==> config.mk <==
export PLATFORM = sky130hd
export DESIGN_NAME = mux_scan_n
export DESIGN_NICKNAME = d
export VERILOG_FILES = /design/src/rtl/mux_scan_n.sv
export SDC_FILE = /design/constraint.sdc
export NUM_CORES = 1
export LEC_CHECK = 0
export ABC_AREA = 1
export ABC_CLOCK_PERIOD_IN_PS = 2450
export BUFFER_PORTS_ARGS = -buffer_cell sky130_fd_sc_hd__clkbuf_2
export CAP_MARGIN = 20
export CELL_PAD_IN_SITES_DETAIL_PLACEMENT = 0
export CELL_PAD_IN_SITES_GLOBAL_PLACEMENT = 1
export CORE_MARGIN = 1
export CORE_UTILIZATION = 35
export CTS_BUF_LIST = sky130_fd_sc_hd__clkbuf_16
export DETAILED_ROUTE_END_ITERATION = 10
export PLACE_DENSITY = 0.77
export SLEW_MARGIN = 20
export SYNTH_ARGS = -nofsm -noshare
export SYNTH_HDL_FRONTEND = slang
export SYNTH_SLANG_ARGS = --single-unit
==> constraint.sdc <==
create_clock -name clk_i -period 2.45 [get_ports clk_i]
set_input_delay 0.245 -clock clk_i [delete_from_list [all_inputs] [get_ports clk_i]]
set_output_delay 0.245 -clock clk_i [all_outputs]
set_load 0.05 [all_outputs]
==> src/rtl/mux_scan_n.sv <==
// -----------------------------------------------------------------------------
// mux_scan_n
//   Parametrised N_CH-channel, WIDTH-bit registered multiplexer with a manual
//   select mode and an auto-scan mode. Auto-scan steps round-robin through the
//   enabled channels and dwells DWELL clock cycles on each one.
//
// Ports
//   clk_i        rising-edge clock
//   rst_ni       synchronous reset, active-low
//   din_i        packed channel data, channel k = din_i[k*WIDTH +: WIDTH]
//   mode_i       0 = manual (sel_i), 1 = auto-scan
//   sel_i        manual channel select (out-of-range values are ignored)
//   en_mask_i    scan-mode channel enables
//   hold_i       scan-mode freeze of channel and dwell counter
//   dout_o       registered data of the selected channel
//   cur_ch_o     channel currently driving dout_o
//   ch_change_o  one-cycle pulse when cur_ch_o changes
//   all_off_o    registered, 1 while scanning with en_mask_i == 0
// -----------------------------------------------------------------------------
module mux_scan_n #(
   parameter int N_CH  = 4,
   parameter int WIDTH = 1,
   parameter int SEL_W = 2,
   parameter int DWELL = 15
) (
   input  logic                    clk_i,
   input  logic                    rst_ni,
   input  logic [N_CH*WIDTH-1:0]   din_i,
   input  logic                    mode_i,
   input  logic [SEL_W-1:0]        sel_i,
   input  logic [N_CH-1:0]         en_mask_i,
   input  logic                    hold_i,
   output logic [WIDTH-1:0]        dout_o,
   output logic [SEL_W-1:0]        cur_ch_o,
   output logic                    ch_change_o,
   output logic                    all_off_o
);

   // A one-cycle dwell still needs a one-bit counter to keep the logic uniform.
   localparam int DCNT_W = (DWELL > 1) ? $clog2(DWELL) : 1;
   localparam logic [DCNT_W-1:0] DWELL_LAST = DCNT_W'(DWELL - 1);

   logic [WIDTH-1:0]  dout_q,      dout_d;
   logic [SEL_W-1:0]  cur_ch_q;
   logic              ch_change_q, ch_change_d;
   logic              all_off_q,   all_off_d;
   logic [DCNT_W-1:0] dwell_q,     dwell_d;
   logic [SEL_W-1:0]  nxt_ch_s;
   logic              cur_en_s;

   // Next enabled channel strictly above cur (wrapping). Returns cur when it is
   // the only enabled channel, and cur when no channel is enabled at all.
   function automatic logic [SEL_W-1:0] next_enabled(input logic [SEL_W-1:0] cur,
                                                     input logic [N_CH-1:0]  mask);
      logic [SEL_W-1:0] res;
      logic             found;
      int               idx;
      res   = cur;
      found = 1'b0;
      for (int k = 1; k <= N_CH; k++) begin
         idx = (int'(cur) + k) % N_CH;
         for (int b = 0; b < N_CH; b++) begin
            if (!found && (b == idx) && mask[b]) begin
               res   = SEL_W'(b);
               found = 1'b1;
            end else begin
               found = found;
            end
         end
      end
      return res;
   endfunction

   // Enable bit of the channel currently on the output.
   always_comb begin
      cur_en_s = 1'b0;
      for (int b = 0; b < N_CH; b++) begin
         if (int'(cur_ch_q) == b) begin
            cur_en_s = en_mask_i[b];
         end else begin
            cur_en_s = cur_en_s;
         end
      end
   end

   // Channel selection, dwell counter and flag next-state, in priority order.
   always_comb begin
      nxt_ch_s  = cur_ch_q;
      dwell_d   = dwell_q;
      all_off_d = 1'b0;
      if (!mode_i) begin
         if (int'(sel_i) < N_CH) begin
            nxt_ch_s = sel_i;
         end else begin
            nxt_ch_s = cur_ch_q;
         end
         dwell_d = {DCNT_W{1'b0}};
      end else if (en_mask_i == {N_CH{1'b0}}) begin
         all_off_d = 1'b1;
      end else if (hold_i) begin
         nxt_ch_s = cur_ch_q;
      end else if (!cur_en_s) begin
         // Current channel was masked out: leave it immediately.
         nxt_ch_s = next_enabled(cur_ch_q, en_mask_i);
         dwell_d  = {DCNT_W{1'b0}};
      end else if (dwell_q == DWELL_LAST) begin
         nxt_ch_s = next_enabled(cur_ch_q, en_mask_i);
         dwell_d  = {DCNT_W{1'b0}};
      end else begin
         dwell_d = dwell_q + DCNT_W'(1);
      end
   end

   // Output data follows the next channel so dout always matches cur_ch.
   always_comb begin
      dout_d = {WIDTH{1'b0}};
      for (int k = 0; k < N_CH; k++) begin
         if (!all_off_d && (int'(nxt_ch_s) == k)) begin
            dout_d = din_i[k*WIDTH +: WIDTH];
         end else begin
            dout_d = dout_d;
         end
      end
      ch_change_d = (nxt_ch_s != cur_ch_q);
   end

   // State and output registers with synchronous active-low reset.
   always_ff @(posedge clk_i) begin
      if (!rst_ni) begin
         dout_q      <= {WIDTH{1'b0}};
         cur_ch_q    <= {SEL_W{1'b0}};
         ch_change_q <= 1'b0;
         all_off_q   <= 1'b0;
         dwell_q     <= {DCNT_W{1'b0}};
      end else begin
         dout_q      <= dout_d;
         cur_ch_q    <= nxt_ch_s;
         ch_change_q <= ch_change_d;
         all_off_q   <= all_off_d;
         dwell_q     <= dwell_d;
      end
   end

   assign dout_o      = dout_q;
   assign cur_ch_o    = cur_ch_q;
   assign ch_change_o = ch_change_q;
   assign all_off_o   = all_off_q;

endmodule

# Word level (Yosys, flattened, before mapping)
# Cells that the tools add are included.
# op_classes
n_addsub,5
n_mul,0
div_mod_pow,0
n_lt_le_gt_ge,0
n_eq_ne,20
shifts,0
n_mux,212
bitwise_logic,6
n_reduce_logical,109
# op_table
operator,n
$mux W1,174
$logic_not A32 Y1,4
$mux W2,36
$logic_and A1 B1 Y1,65
$logic_not A1 Y1,31
$eq A3 B3 Y1 const A,8
$eq A2 B3 Y1 const A,4
$eq A2 B2 Y1 const B,4
$mux W4,2
$reduce_or A2 Y1,4
$add A2 B1 Y2 const B,2
$add A2 B2 Y2 const B,2
$add A4 B1 Y4 const B,1
$and A1 B1 Y1 const A,4
$eq A2 B1 Y1 const B,2
$eq A4 B4 Y1 const B,1
$logic_not A2 Y1,2
$logic_not A4 Y1,1
$reduce_and A2 Y1,2
$ne A2 B2 Y1,1
$not A1 Y1,2
# totals
regBits,9
latchBits,0
mem_bits_rw,0
mem_bits_ro,0
inputBits,14
out_inout_bits,5
wordCells,357
memories,0

# Logic depth before layout (Yosys ltp)
# depth
depth_word,152
mapped_depth,20
ltp_nobuf,19

# Least setup slack after synthesis
# OpenSTA, ideal clock, no wires.
# synth_path
path_kind,flip-flop to flip-flop
startpoint,register cur_ch_q[0] (netlist: cur_ch_o[0])
endpoint,register dout_q (netlist: dout_o)
setup_time_ns,0.113
t_arrival_ns,2.066
required_ns,2.337
path_slack_ns,0.272
stages_incl_launch_ff,19
path_buffers,1
synth_period_minus_slack_ns,2.178
path_cell_list,dfxtp_1 > buf_4 > nor2_2 > nand2_1 > nand2_2 > nor2_4 > nand4_4 > nor2_4 > nand3_1 > inv_1 > nor2_1 > nor2_1 > nand3_1 > nand2_1 > nand2_2 > inv_1 > nand2_1 > nor2_1 > nor2_1
# synth_between
elab_chain_len,152
word_cells_on_any_way,339
cone_classes,4 x add/sub; 18 x eq/ne; 208 x mux; 4 x bitwise; 105 x reduce/logical
# synth_rtl
item,line_no,source
from (decl),44,logic [SEL_W-1:0] cur_ch_q;
from (signal assigned),131,cur_ch_q <= {SEL_W{1'b0}};
from (signal assigned),137,cur_ch_q <= nxt_ch_s;
$add A2 B1 Y2,61,idx = (int'(cur) + k) % N_CH;
$reduce_or A2 Y1 (no source line),-,
$and A1 B1 Y1 (no source line),-,
$logic_not A32 Y1,63,if (!found && (b == idx) && mask[b]) begin
$logic_and A1 B1 Y1,63,
$mux W1,63,
$mux W1,106,end else if (dwell_q == DWELL_LAST) begin
$mux W1,102,end else if (!cur_en_s) begin
[134 not listed],-,
$mux W2,102,
$mux W2,100,end else if (hold_i) begin
$mux W2 *,98,end else if (en_mask_i == {N_CH{1'b0}}) begin
$mux W2 *,91,if (!mode_i) begin
$logic_not A2 Y1,118,if (!all_off_d && (int'(nxt_ch_s) == k)) begin
$logic_and A1 B1 Y1,118,
$mux W1 (3 in series),118,
$mux W1 *,118,
to (signal assigned),130,dout_q <= {WIDTH{1'b0}};
to (signal assigned),136,dout_q <= dout_d;
to (decl),43,"logic [WIDTH-1:0] dout_q, dout_d;"
# Mark *: on every way between the ends. The rest lies on a longest branch, timed or not. The select of a mux whose other input is x is not followed.
# A chain may end at the register's enable or synchronous reset.

# Worst setup path in the final report
# Ends and elaborated chain as after synthesis.

==> impl_metrics.yaml <==
global_route:
  grt_pass1_wl_um: 3190
  met1_usage: 0.201
  gr-usage-met2: 0.279
  overflow: 0
  antenna_found_initial: 0
  grt.total_usage: 0.158
  grt_max_degree: 10
  use_met3: 0.0268
  grt_pass1_vias: 810
  busiest_layer: "met2"
finish:
  antenna_cells: 0
  nets: 176
  layout-drive-gt1-share: 0.264
  layoutNonFillerInstCount: 187
  areaGrowthSynthToFinish_pct: 22.1
  nFillCells: 258
job:
  maxCapViolCount: 0
worst_setup_path:
  r2r_cells: 17
  worstSetupEndpointType: "register"
  crit_path_max_fanout: 9
  crit_arrival_ns: 2.22
  rr_endpoint: "dout_o$_SDFF_PN0_"
  critPathKind: "register to register"
  critPathLaunchType: "register"
  reg2reg_slack_ns: 0.36
  cp.required_ns: 2.58
  cp-startpoint: "cur_ch_o[0]$_SDFF_PN0_"
  r2r-start: "cur_ch_o[0]$_SDFF_PN0_"
  endpoint: "dout_o$_SDFF_PN0_"
timing:
  finalMaxSlewViolations: 0
  slew_headroom: 0.701
  finClkSkew_ns: 0.00463
  fmax_mhz: 479
  rsz0062_at_grt: "false"
  whs_ns: 0.276
  setup-tns-final_ns: 0
  setup_viol: 0
  hold_violations: 0
  tightest_slew_ns: 0.445
  fin_crit_ns: 2.09
  finalCritPeriodShare: 0.852
logic_synthesis:
  ys_ff_latch: 9
  syn-instance-count: 139
  ys_types: 24
  yosysSeqAreaShare: 0.215
  syn_area_um2: 837
  ys_warn_count: 0
  synthTopCellsByArea: "dfxtp_1 22%, nand2_1 16%, inv_1 9.4%, nand3_1 9.0%, nor2_1 8.5%"
  synth.largest_area_cell: "dfxtp_1"
  synth.net_count: 155
  synth_top_area_frac: 0.215
  syn-mean-instance-area_um2: 6.02
power_and_ir_drop:
  combPwrFrac: 0.286
  clkPwrFrac: 0.453
  ir_drop_mv: 0.349
  pwr-share-seq: 0.261
  powerDensity_mw_per_mm2: 617
  intPower_w: 0.000428
  p_switching_w: 0.000203
  swShare: 0.322
  p_leak_nw: 0.554
  power_w: 0.000631
clock_tree:
  cts_sinks: 9
  cts-buffers-inserted: 3
  root_buffer: "clkbuf_16"
  tritoncts: "done"
  cts_buffer_depth: 2
  clk_pin_slew_ns: 0.04
  cts_hold_buf: 0
  cts_resized: 0
  h-tree-depth: 1
  insertion_delay_ns: 0.24
  postCtsSetupRepairBufs: 0
route:
  firstDrtPassIters: 4
  drt_wl_total_um: 1830
  ant_nets: 0
  viasPerCell: 4.77
  drc: 0
  wl_per_cell_um: 9.76
  drt_iter0_markers: 23
  route.vias.total: 892
die:
  io_pins: 19
  die_height_um: 50.9
  num_rows: 17
  die_w_um: 50.9
  die_area_mm2: 0.00259
  initial_core_util: 0.375
  core-area_mm2: 0.00223
placement:
  io_buffers: 18
  routabilityCongestion: 0.801
  dp_cells: 183
  hpwl_um: 1520
run_status:
  status: "completed"
min_path:
  hold_path_class: "primary input to register"
-- per-stage QoR --
stage,worst slack [ns],area (um2),utilization
6_report,0.362,1020,0.458
5_1_grt,0.134,1020,0.458
4_1_cts,0.347,1020,0.458
3_5_place_dp,0.358,943,0.422
3_3_place_gp,0.358,943,0.422
2_1_floorplan,0.272,837,-
-- per-layer routing --
layer  wire length (um)  vias up
met4                  0        0
met5                  0        -
met2                911       24
met1                848      389
met3                 65        0
li1                   -      479
-- flip-flops by register name, indices dropped and copies added (netlist names) --
name	count
cur_ch_o	2
all_off_o	1
dwell_q	4
dout_o	1
ch_change_o	1
-- power by group through the flow --
stage               logic, W  registers [W]  clock network (W)
finish              0.000180       0.000165           0.000286
global route        0.000204       0.000166           0.000300
CTS                 0.000182       0.000165           0.000292
detailed placement  0.000181       0.000167                  0
global placement    0.000182       0.000167                  0
floorplan           0.000124       0.000186                  0
-- cells in the final DEF (no fill, tap or decap), types with 2 or more instances in the layout --
cell type	instances
xor2_1	2
nand3_1	15
clkbuf_16	3
inv_1	22
nor2_1	19
nor2_2	2
dfxtp_1	9
nand4_1	4
nand2_2	5
nand3_2	3
ha_1	2
inv_2	4
a21oi_2	2
clkbuf_2	18
nand2_1	36
a21oi_1	4
nor2_4	2
-- synth_stat cells, drive strengths merged --
master and n:
o21ai 1, xor2 2, buf 2, or2 1, a211oi 1, nor4 1
nand3 18, nand2 41, inv 25, nor3 2, nor2 23, nand4 5
a21oi 6, ha 2, dfxtp 9
-- cell families after synthesis --
| kind of cell | count (synthesis) | share of synthesized area |
|---|---|---|
| AO/OA/AOI/OAI | 8 | 0.0598 |
| flip-flops | 9 | 0.215 |
| buffers and inverters | 27 | 0.135 |
| AND/OR/NAND/NOR | 91 | 0.540 |
| adder cells (fa/ha/maj) | 2 | 0.0299 |
| XOR/XNOR | 2 | 0.0209 |
-- worst min path at each step --
stage | start | to | slack (ns) | cells past startpoint
after floorplan | mode_i | all_off_o$_SDFF_PN0_ | 0.39 | 2
final | mode_i | all_off_o$_SDFF_PN0_ | 0.28 | 3
after global placement | dwell_q[0]$_SDFFE_PN0P_ | dwell_q[0]$_SDFFE_PN0P_ | 0.49 | 2
after CTS | mode_i | all_off_o$_SDFF_PN0_ | 0.28 | 3
after global routing | mode_i | all_off_o$_SDFF_PN0_ | 0.30 | 3
after detailed placement | dwell_q[0]$_SDFFE_PN0P_ | dwell_q[0]$_SDFFE_PN0P_ | 0.49 | 2
-- area by class of cell --
type	instances	area (um2)	area share
inverter	25	93.8	0.0918
sequential	9	180	0.176
clock inverter	1	3.75	0.00367
timing repair buffer	18	90.1	0.0881
clock buffer	3	75.1	0.0734
tap	28	35.0	0.0343
multi-input combinational	103	544	0.532
-- critical path, cell delays in order, from the launching register on --
cell and delay, ns:
dfxtp_1 0.52, nor2_2 0.12, nand2_1 0.11, nand2_2 0.08, nor2_4 0.14, nand4_4 0.12
nor2_4 0.12, nand3_1 0.09, inv_1 0.06, nor2_1 0.04, nor2_1 0.08, nand3_1 0.08
nand2_1 0.09, nand2_2 0.07, inv_1 0.07, nand2_1 0.05, nor2_1 0.09, nor2_1 0.05
(Power assumes the default switching activity.)
